`src/rtl/vx_fetch_arbiter.sv`:
```
// Round-robin fetch scheduler: picks one eligible warp per cycle, registers its
// wid/PC/tmask/uuid for the fetch unit and locks the warp until its fetch response.
module vx_fetch_arbiter #(
    parameter int NUM_WARPS   = 4,
    parameter int NUM_THREADS = 4,
    parameter int PC_BITS     = 30,
    parameter int UUID_WIDTH  = 16,
    parameter int NW_WIDTH    = $clog2(NUM_WARPS)
) (
    input  logic                             clk,
    input  logic                             reset,
    input  logic [NUM_WARPS-1:0]             req_valid,
    input  logic [NUM_WARPS*PC_BITS-1:0]     req_pc,
    input  logic [NUM_WARPS*NUM_THREADS-1:0] req_tmask,
    output logic [NUM_WARPS-1:0]             req_ready,
    output logic                             out_valid,
    output logic [NW_WIDTH-1:0]              out_wid,
    output logic [PC_BITS-1:0]               out_pc,
    output logic [NUM_THREADS-1:0]           out_tmask,
    output logic [UUID_WIDTH-1:0]            out_uuid,
    input  logic                             out_ready,
    input  logic                             rsp_valid,
    input  logic [NW_WIDTH-1:0]              rsp_wid,
    output logic                             busy,
    output logic                             err
);

    logic [NUM_WARPS-1:0]  inflight;
    logic [NUM_WARPS-1:0]  inflight_next;
    logic [NUM_WARPS-1:0]  eligible;
    logic [NW_WIDTH-1:0]   rr_last;
    logic [UUID_WIDTH-1:0] uuid_cnt;
    logic [NW_WIDTH-1:0]   grant_wid;
    logic                  grant_any;
    logic                  grant;
    logic                  load;
    logic                  rsp_hit;
    logic                  rsp_bad;

    assign eligible = req_valid & ~inflight;
    assign load     = ~out_valid | out_ready;
    // Gated by reset so no request is reported consumed while the block is held in reset.
    assign grant    = load & grant_any & ~reset;
    assign rsp_hit  = rsp_valid & inflight[rsp_wid];
    assign rsp_bad  = rsp_valid & ~inflight[rsp_wid];
    assign busy     = (|inflight) | out_valid;

    // Scan rr_last+1 .. rr_last+NUM_WARPS; the last step wraps back to rr_last itself.
    always_comb begin
        logic [NW_WIDTH-1:0] idx;
        // NOTE: every variable assigned in always_comb gets a default first, so no path infers a latch.
        grant_any = 1'b0;
        grant_wid = '0;
        idx       = '0;
        for (int i = 1; i <= NUM_WARPS; i++) begin
            idx = rr_last + NW_WIDTH'(i);
            if (!grant_any && eligible[idx]) begin
                grant_any = 1'b1;
                grant_wid = idx;
            end
        end
    end

    always_comb begin
        req_ready = '0;
        for (int w = 0; w < NUM_WARPS; w++) begin
            req_ready[w] = grant && (grant_wid == NW_WIDTH'(w));
        end
    end

    // Grant and response never target the same warp, so the order of these two updates is free.
    always_comb begin
        inflight_next = inflight;
        if (rsp_hit) inflight_next[rsp_wid] = 1'b0;
        if (grant)   inflight_next[grant_wid] = 1'b1;
    end

    always_ff @(posedge clk or posedge reset) begin
        if (reset) begin
            inflight <= '0;
            err      <= 1'b0;
        end else begin
            // NOTE: sequential state uses non-blocking assignments so every flop samples pre-edge values.
            inflight <= inflight_next;
            if (rsp_bad) err <= 1'b1;
        end
    end

    always_ff @(posedge clk or posedge reset) begin
        if (reset) begin
            out_valid <= 1'b0;
            out_wid   <= '0;
            out_pc    <= '0;
            out_tmask <= '0;
            out_uuid  <= '0;
            uuid_cnt  <= '0;
            rr_last   <= NW_WIDTH'(NUM_WARPS - 1);
        end else if (load) begin
            out_valid <= grant;
            if (grant) begin
                out_wid   <= grant_wid;
                out_pc    <= req_pc[int'(grant_wid)*PC_BITS +: PC_BITS];
                out_tmask <= req_tmask[int'(grant_wid)*NUM_THREADS +: NUM_THREADS];
                out_uuid  <= uuid_cnt;
                uuid_cnt  <= uuid_cnt + UUID_WIDTH'(1);
                rr_last   <= grant_wid;
            end
        end
    end

endmodule

```
`config.mk`:
```
export PLATFORM = sky130hd
export DESIGN_NAME = vx_fetch_arbiter
export DESIGN_NICKNAME = d
export VERILOG_FILES = /design/src/rtl/vx_fetch_arbiter.sv
export SDC_FILE = /design/constraint.sdc
export NUM_CORES = 1
export LEC_CHECK = 0
export ABC_AREA = 1
export BUFFER_PORTS_ARGS = -buffer_cell sky130_fd_sc_hd__buf_2
export CAP_MARGIN = 40
export CORE_MARGIN = 3
export CORE_UTILIZATION = 25
export DETAILED_ROUTE_END_ITERATION = 10
export GPL_TIMING_DRIVEN = 0
export PLACE_DENSITY = 0.47
export SLEW_MARGIN = 40
export SYNTH_ARGS = -nofsm -noshare
export SYNTH_HDL_FRONTEND = slang
export SYNTH_SLANG_ARGS = --single-unit
```
`constraint.sdc`:
```
create_clock -name clk -period 5.4 [get_ports clk]
set_input_delay 1.08 -clock clk [delete_from_list [all_inputs] [get_ports clk]]
set_output_delay 1.08 -clock clk [all_outputs]
set_load 0.005 [all_outputs]
```
==> results.txt, run 1 <==
----------------------------------------------------
[Synthesis]
  Post-synthesis cell area ... ~4900 sq um
  Main synth FF type ... sky130_fd_sc_hd__dfrtp_1
  Portion of the post-synthesis area used by sequential elements ... 0.3895
  Warnings, synthesis ... 0
  Most used standard cells in the synthesized netlist ... sky130_fd_sc_hd__nand2_1 (401), sky130_fd_sc_hd__nand3_1 (81), sky130_fd_sc_hd__dfrtp_1 (74), sky130_fd_sc_hd__inv_1 (30)
  Most common cell in the netlist ... sky130_fd_sc_hd__nand2_1
  Asr flop ratio synth ... 1.000
  Total nets after synthesis ... 885
  Share of the synthesized area in the top cell type ... 0.3787
  Syn Inst Count ... about 740
  Average size of a mapped cell ... about 6.6 sq um
  Count of state elements after synthesis ... 76
  Biggest area contributors in the synthesized netlist ... sky130_fd_sc_hd__dfrtp_1 (38%), sky130_fd_sc_hd__nand2_1 (31%), sky130_fd_sc_hd__nand3_1 (8.3%), sky130_fd_sc_hd__buf_2 (2.6%), sky130_fd_sc_hd__o21ai_0 (2.6%)
  Distinct cell type count after synthesis ... 31
  Number of enable-type register cells in the synthesized netlist ... 0
  Cell taking the most area after synthesis ... sky130_fd_sc_hd__dfrtp_1

[Floorplan]
  FP Rows ... 50
  Placeable Area ... 18,960 sq um
  Die area ... between 20,000 and 25,000 sq um
  Die width ... between 100 and 150 microns
  Initial core utilization ... 0.2580
  Vertical die dimension ... about 150 microns
  I/O pin total ... around 210

[Critical path]
  Crit path capture type ... primary output
  Largest fanout of any net on the critical path ... 10
  Count of buffer and inverter cells on the critical path ... 4
  Nature of the critical path startpoint ... input pin
  Slowest Stage Delay on Critical Path ... between 0.3 and 0.4 ns
  Data required, critical path ... 4.32 ns
  Start-to-end type of the worst setup path ... in -> out
  Crit path top cell by count ... sky130_fd_sc_hd__buf_2
  Crit path max-delay family ... buffers and inverters
  Crit path arrival time ... about 2.9 ns
  Master of the slowest instance on the critical path ... sky130_fd_sc_hd__buf_2
  Critical path cell sequence ... buf_2 > nand3_1 > nand2_2 > o21ai_4 > nand4_1 > nand3_1 > buf_2 > buf_2 > nand2_1 > nor2_1 > buf_2

[Cells and area]
  Synth-to-layout area growth ... 33.88%
  Layout cell share with drive strength beyond 1 ... 0.2993
  Post-route cell area ... about 6500 sq um
  Ant diodes ... 0
  Net count, final ... roughly 1.1k

[Clocking]
  Clock transition at the register clock pins on the worst setup and hold paths after CTS ... about 0.06 ns
  Hold_buf cts ... 0
  Clock insertion delay at the later pin of the skew report ... 0.34 ns
  Root buffer cell ... sky130_fd_sc_hd__clkbuf_16
  Maximum count of clock buffers along a single path ... 2
  Number of H-tree levels ... 3
  Clock buffers created by TritonCTS ... 9
  Number of sinks driven by the clock tree ... 76
  Post-CTS setup buffer count ... 0
  TritonCTS clock tree ... yes
  Number of instances resized during post-cts repair ... 0

[Power]
  Static Leak ... roughly 3.8 nW
  Power density normalized to cell area ... about 760 nW/um^2
  Max rail drop VDD ... 0.3408 mV
  PnR Total Power ... between 4 and 5 mW

[STA]
  Final Cycle Share ... 0.7355
  Setup violations, final ... 0
  Max-slew violation total from the final report ... 0
  Setup repair after global routing missed its margin ... false
  Slew at the pin with the worst max-slew slack ... around 0.57 ns
  Final count of hold timing violations ... 0
  Post-route clock skew ... about 0.0086 ns
  Minimum period implied by the final worst setup slack ... approximately 4 ns
  Maximum clock frequency ... ~0.25 GHz
  Setup WS post-layout ... approximately 1.4 ns
  Max-Slew Margin vs Limit ... 0.6187
  Total Neg Setup Slack ... 0 ns

[Route]
  DRC ... 0
  WL/cell ... around 16 microns
  Count of TritonRoute iterations in the first routing pass ... 4
  Aggregate routed wire length ... around 19 mm
  First-iteration detailed-routing DRC count ... 213
  Via count ... 5,319
  Via-per-instance ratio ... approximately 4.4
  Remaining antenna violation count after routing ... 0

[Flow run]
  Max_cap viols ... 0

[Min path]
  Class of the most critical hold timing path ... reg -> reg

[GRT]
  Vias in the first global route ... roughly 5.3k
  GR met2 Demand/Resource ... 0.2887
  Met3 track demand over resource ... 0.04049
  Gr usage total ... 0.1763
  Number of antenna violations at the first check in global routing ... 2
  Largest net degree at the start of global routing ... 58
  Most used routing layer ... met2
  First-pass GRT wire length ... 29.41 mm
  Global-route congestion overflow total ... 0
  Global Route met1 Usage ... 0.2338

[Outcome]
  Outcome ... finished clean

[Place]
  Placer's final routability congestion estimate ... between 0.8 and 0.9
  Post-detailed-placement cell area ... about 6300 sq um
  Pre-CTS setup slack ... between 1 and 1.5 ns
  Detailed placer's ending HPWL ... about 15 mm
  Port bufs ... roughly 200

----------------------------------------------------
[cells in the final DEF, fill, tap and decap left out, types with 2 or more instances in the layout]
cell,count
sky130_fd_sc_hd__clkinv_4,3
sky130_fd_sc_hd__dfstp_2,2
sky130_fd_sc_hd__nor2_1,14
sky130_fd_sc_hd__nand2_1,401
sky130_fd_sc_hd__o21ai_0,25
sky130_fd_sc_hd__nor3_1,9
sky130_fd_sc_hd__nand3_1,81
sky130_fd_sc_hd__xor2_1,14
sky130_fd_sc_hd__buf_8,2
sky130_fd_sc_hd__nand2_2,4
sky130_fd_sc_hd__o21ai_1,9
sky130_fd_sc_hd__nand3_2,11
sky130_fd_sc_hd__dfrtp_1,74
sky130_fd_sc_hd__inv_1,29
sky130_fd_sc_hd__buf_2,229
sky130_fd_sc_hd__clkbuf_1,4
sky130_fd_sc_hd__clkbuf_16,9
sky130_fd_sc_hd__buf_4,9
sky130_fd_sc_hd__inv_2,3
sky130_fd_sc_hd__o22ai_1,2
sky130_fd_sc_hd__nand4_1,4
sky130_fd_sc_hd__nand2_4,4
sky130_fd_sc_hd__clkinv_2,3
[sequential cells by signal, summed over array words and instances (netlist names), 2 cells and up]
name and cells:
out_uuid 16, inflight 4, out_tmask 4, out_pc 30, rr_last 2, uuid_cnt 16
out_wid 2
[worst min-delay path: stages, from the launching register on]
cell and delay, ns:
sky130_fd_sc_hd__dfrtp_1 0.34, sky130_fd_sc_hd__nand2_1 0.05, sky130_fd_sc_hd__nand2_1 0.04
[routing by layer]
layer  routed length, microns  part of all wire
met1                     8618              0.46
met2                     8783              0.46
met3                     1250             0.066
met4                      242             0.013
met5                       21            0.0011
[logic make-up (layout without fill, tap and decap cells)]
| family | count (synthesis) | count (layout) | share of synthesized area |
|---|---|---|---|
| adder cells (fa/ha/maj) | 1 | 1 | 0.002558 |
| flip-flops | 76 | 76 | 0.3895 |
| buffers and inverters | 74 | 295 | 0.07625 |
| AND/OR/NAND/NOR | 532 | 532 | 0.4601 |
| AO/OA/AOI/OAI | 40 | 40 | 0.04478 |
| XOR/XNOR | 15 | 15 | 0.02687 |
[report_power, final]
| group | switching, mW | internal [mW] | leakage, nW |
|---|---|---|---|
| Combinational | 2.25 | 1.15 | 2.70 |
| Clock | 0.261 | 0.315 | 0.141 |
| Sequential | 0.151 | 0.830 | 0.940 |
[path summary, 6_finish.rpt]
path | from | end | slack, ns | cells after the start
worst min register to register | out_wid[1]$_DFFE_PP0P_ | out_wid[1]$_DFFE_PP0P_ | 0.47 | 2
worst min-delay path | out_wid[1]$_DFFE_PP0P_ | out_wid[1]$_DFFE_PP0P_ | 0.47 | 2
worst max-delay path | req_valid[0] | req_ready[2] | 1.43 | 11
worst max register to register | rr_last[0]$_DFFE_PP1P_ | out_pc[17]$_DFFE_PP0P_ | 2.96 | 11
max in group asynchronous | reset | rr_last[1]$_DFFE_PP1P_ | 4.09 | 3
min in group asynchronous | reset | out_pc[15]$_DFFE_PP0P_ | 0.68 | 2
[through the flow]
stage               instances  hold slack, ns  utilization
detailed placement       1203          0.4579       0.3307
floorplan                 738          0.4530            -
global route             1219          0.4863       0.3453
global placement         1202          0.4505       0.3290
finish                   1219          0.4660       0.3453
CTS                      1219          0.4740       0.3453
[final cells by class]
cell class                      instances  area, sq um
Fill cell                            2159        12410
Multi-Input combinational cell        588         2613
Sequential cell                        76         1904
Timing Repair Buffer                  205         1049
Tap cell                              260        325.3
Buffer                                 41        249.0
Clock buffer                            9        225.2
Inverter                               33        128.9
Clock inverter                          7        52.55
(Power assumes the default switching activity.)
==> inputs of run 2 (changes only) <==
ABC_AREA = 0   (was 1)
clock period = 3.7 ns   (was 5.4 ns; I/O delays follow)
==> run 2 against run 1 <==
Synthesized cell count is 41% lower. First-iteration DRC count is 48% lower. Worst hold slack worse by 0.081 ns. Final cell count is 25% lower. Critical path depth is 2 lower. Via count is 19% lower. Clock skew is 0.00055 ns lower. Highest routed layer is now met4.
==> results.txt, run 2 <==
----------------------------------------------------
[Outcome]
  Outcome ... finished clean

[STA]
  Setup repair after global routing missed its margin ... false
  Worst hold margin ... 0.3850 ns (-0.08097 ns)
  Maximum clock frequency ... about 0.31 GHz
  Max-slew violation total from the final report ... 0 (unchanged)
  Max-Slew Margin vs Limit ... 0.6113 (-0.007385)
  Slew at the pin with the worst max-slew slack ... 0.5749 ns (+0.007345 ns)
  Minimum period implied by the final worst setup slack ... 3.210 ns
  Total Neg Setup Slack ... 0 ns (unchanged)
  Final Cycle Share ... 0.8675
  Final count of hold timing violations ... 0 (unchanged)
  Post-route clock skew ... 0.008045 ns (-0.0005545 ns)
  Setup violations, final ... 0 (unchanged)
  Setup WS post-layout ... 0.4901 ns (-0.9383 ns)

[Cells and area]
  Largest regs ... out_pc x30, out_uuid x16, uuid_cnt x16
  Net count, final ... 795 (-28%)
  Layout cell share with drive strength beyond 1 ... 0.4717 (+0.1724)
  Most common library cell in the layout ignoring fill and taps ... sky130_fd_sc_hd__buf_2
  Synth-to-layout area growth ... 34.07%
  Most flops, register ... out_pc
  Ant diodes ... 0 (unchanged)
  Commonest cells after routing, fill and taps aside ... sky130_fd_sc_hd__buf_2 (211), sky130_fd_sc_hd__dfrtp_1 (74), sky130_fd_sc_hd__nand2_1 (57), sky130_fd_sc_hd__nor2_1 (49), sky130_fd_sc_hd__mux2i_1 (34)
  Number of standard cells in the layout, taps in and fillers out ... 913 (-25%)
  Number of flip-flops in the largest register ... 30 (unchanged)
  End-of-flow core utilization ... 0.3467 (+0.001386)
  Post-route cell area ... 6573 sq um (+0.40%)

[Power]
  Max rail drop VDD ... 0.2931 mV (-14%)
  Switching share of power ... 0.4436 (-0.09337)
  Clock share of power ... 0.173 (+0.057)
  Share of power burned in combinational logic ... 0.545 (-0.141)
  PnR Total Power ... 5.086 mW (+2.6%)
  Relative contribution of sequential cells to total power ... 0.282 (+0.084)
  Internal Power ... 2.830 mW (+23%)
  Static Leak ... 2.785 nW (-26%)
  Total net switching power ... 2.256 mW (-15%)
  Power density normalized to cell area ... 773.8 nW/um^2 (+2.1%)

[GRT]
  Gr usage total ... 0.1572 (-0.01916)
  Vias in the first global route ... 4,545 (-14%)
  Largest net degree at the start of global routing ... 45 (-22%)
  First-pass GRT wire length ... 26.28 mm (-11%)
  Number of antenna violations at the first check in global routing ... 0 (-2)
  Global-route congestion overflow total ... 0 (unchanged)

[Clocking]
  Number of sinks driven by the clock tree ... 76 (unchanged)
  Clock insertion delay at the later pin of the skew report ... 0.35 ns (about the same)
  Clock buffers created by TritonCTS ... 9 (unchanged)
  TritonCTS clock tree ... yes
  Number of instances resized during post-cts repair ... 0 (unchanged)
  Clock transition at the register clock pins on the worst setup and hold paths after CTS ... 0.07 ns (about the same)
  Number of H-tree levels ... 3 (unchanged)
  Maximum count of clock buffers along a single path ... 2 (unchanged)
  Hold_buf cts ... 0 (unchanged)
  Root buffer cell ... sky130_fd_sc_hd__clkbuf_16
  Post-CTS setup buffer count ... 0 (unchanged)

[Critical path]
  Nature of the critical path startpoint ... input pin
  Data required, critical path ... 2.96 ns (-1.36 ns)
  Crit path capture type ... primary output
  CP startpoint ... req_valid[0]
  Worst flop-to-flop path startpoint ... rr_last[1]$_DFFE_PP1P_
  Start-to-end type of the worst setup path ... in -> out
  Largest fanout of any net on the critical path ... 10 (unchanged)
  Cell depth of the worst flop-to-flop path ... 6 (-5)
  Crit path arrival time ... 2.47 ns (-0.42 ns)

[Min path]
  Class of the most critical hold timing path ... in -> async

[Synthesis]
  Total nets after synthesis ... 579 (-35%)
  Most used standard cells in the synthesized netlist ... sky130_fd_sc_hd__dfrtp_1 (74), sky130_fd_sc_hd__nand2_1 (57), sky130_fd_sc_hd__nor2_1 (49), sky130_fd_sc_hd__mux2i_1 (34), sky130_fd_sc_hd__nor4b_1 (33)
  Portion of the post-synthesis area used by sequential elements ... 0.3885 (-0.0009940)
  Cell taking the most area after synthesis ... sky130_fd_sc_hd__dfrtp_1
  Number of enable-type register cells in the synthesized netlist ... 0 (unchanged)
  Average size of a mapped cell ... 11.35 sq um (+71%)
  Post-synthesis cell area ... 4902 sq um (+0.26%)
  Syn Inst Count ... 432 (-41%)
  Distinct cell type count after synthesis ... 52 (+68%)
  Count of state elements after synthesis ... 76 (unchanged)
  Main synth FF type ... sky130_fd_sc_hd__dfrtp_1
  Biggest area contributors in the synthesized netlist ... sky130_fd_sc_hd__dfrtp_1 (38%), sky130_fd_sc_hd__a2111oi_4 (11%), sky130_fd_sc_hd__mux2i_1 (6.9%), sky130_fd_sc_hd__nor4b_1 (5.9%), sky130_fd_sc_hd__a211oi_2 (4.6%)
  Asr flop ratio synth ... 1.000 (unchanged)
  Most common cell in the netlist ... sky130_fd_sc_hd__dfrtp_1
  Warnings, synthesis ... 0 (unchanged)
  Share of the synthesized area in the top cell type ... 0.3777 (-0.0009666)

[Floorplan]
  Die area ... 21,320 sq um (+0.25%)
  FP Rows ... 50 (unchanged)
  Vertical die dimension ... 146.0 microns (+0.12%)
  Die width ... 146.0 microns (+0.12%)
  Placeable Area ... 18,960 sq um (unchanged)
  I/O pin total ... 205 (unchanged)
  Initial core utilization ... 0.2586 (+0.0006601)

[Place]
  Detailed placer's ending HPWL ... 13.33 mm (-9.1%)
  Port bufs ... 204 (unchanged)
  Placer's final routability congestion estimate ... 0.8320 (-5.6%)
  Cell count after placement ... 897 (-25%)
  Post-detailed-placement cell area ... 6281 sq um (+0.20%)
  Pre-CTS setup slack ... 0.4606 ns (-0.9267 ns)

[Flow run]
  Max_cap viols ... 0 (unchanged)

[Route]
  DRC ... 0 (unchanged)
  Via-per-instance ratio ... 4.691 (+7.5%)
  First-iteration detailed-routing DRC count ... 111 (-48%)
  Remaining antenna violation count after routing ... 0 (unchanged)
  WL/cell ... 18.56 microns (+20%)
  Aggregate routed wire length ... 16.95 mm (-10%)
  Count of TritonRoute iterations in the first routing pass ... 5 (+1)
  Via count ... 4,283 (-19%)

----------------------------------------------------
==> run 2: cell count changes after synthesis, moves of 12 or more <==
cell | previous run | this run
sky130_fd_sc_hd__nor2_1 | 14 | 49
sky130_fd_sc_hd__a211oi_2 | 0 | 18
sky130_fd_sc_hd__mux2i_1 | 0 | 34
sky130_fd_sc_hd__nand2_1 | 401 | 57
sky130_fd_sc_hd__a211oi_1 | 0 | 14
sky130_fd_sc_hd__buf_2 | 25 | 7
sky130_fd_sc_hd__a2111oi_2 | 0 | 12
sky130_fd_sc_hd__o21ai_0 | 25 | 1
sky130_fd_sc_hd__nand3_1 | 81 | 7
sky130_fd_sc_hd__nor4b_1 | 0 | 33
sky130_fd_sc_hd__a2111oi_4 | 0 | 20
sky130_fd_sc_hd__inv_1 | 30 | 7
==> run 2: power by group through the flow <==
stage                     combinational (mW)  clock, mW  sequential, mW
after detailed placement                2.83          0            1.44
final                                   2.77      0.880            1.43
after floorplan                         1.93          0            1.42
after global placement                  2.78          0            1.44
after CTS                               2.84      0.914            1.44
after global routing                    3.02      0.948            1.49
==> run 2: final cells by class <==
class / count / area (sq um)
fillers: 1963 / 12380
multi-input cells: 312 / 2724
flip-flops and latches: 76 / 1904
repair buffers: 205 / 1049
well taps: 260 / 325.3
plain buffers: 37 / 247.7
clock buffers: 10 / 239.0
clock inverters: 6 / 52.55
inverters: 7 / 31.28
==> run 2: cells by family after synthesis <==
logic type      count (synthesis)  synth area share
compound gates                 85            0.2606
xor+xnor                       15           0.02680
fa+ha+maj                       1          0.002552
buf+inv                        44           0.05589
flops                          76            0.3885
mux                            36           0.07631
simple gates                  175            0.1894
==> run 2: critical path, stage by stage <==
cell                       delay, ns
sky130_fd_sc_hd__buf_2          0.11
sky130_fd_sc_hd__nor2b_1        0.16
sky130_fd_sc_hd__a221oi_4       0.49
sky130_fd_sc_hd__or3_1          0.20
sky130_fd_sc_hd__buf_6          0.13
sky130_fd_sc_hd__buf_8          0.17
sky130_fd_sc_hd__buf_12         0.16
sky130_fd_sc_hd__and2_1         0.18
sky130_fd_sc_hd__buf_2          0.13
==> run 2: worst paths after layout <==
path | slack (ns) | end
worst min-delay path | 0.38 | inflight[3]$_DFF_PP0_
worst min register to register | 0.47 | uuid_cnt[15]$_DFFE_PP0P_
max in group asynchronous | 2.74 | rr_last[0]$_DFFE_PP1P_
worst max register to register | 1.21 | out_pc[23]$_DFFE_PP0P_
min in group clk | 0.47 | uuid_cnt[15]$_DFFE_PP0P_
worst max-delay path | 0.49 | req_ready[3]
==> run 2: per-layer routing <==
layer / track usage / up-vias / share of wire / wire length, microns
li1: - / 2041 / - / -
met1: 0.1934 / 2075 / 0.43 / 7217
met2: 0.2710 / 151 / 0.49 / 8373
met3: 0.04780 / 16 / 0.068 / 1144
met4: 0.03716 / 0 / 0.012 / 211
met5: 0 / - / 0 / 0
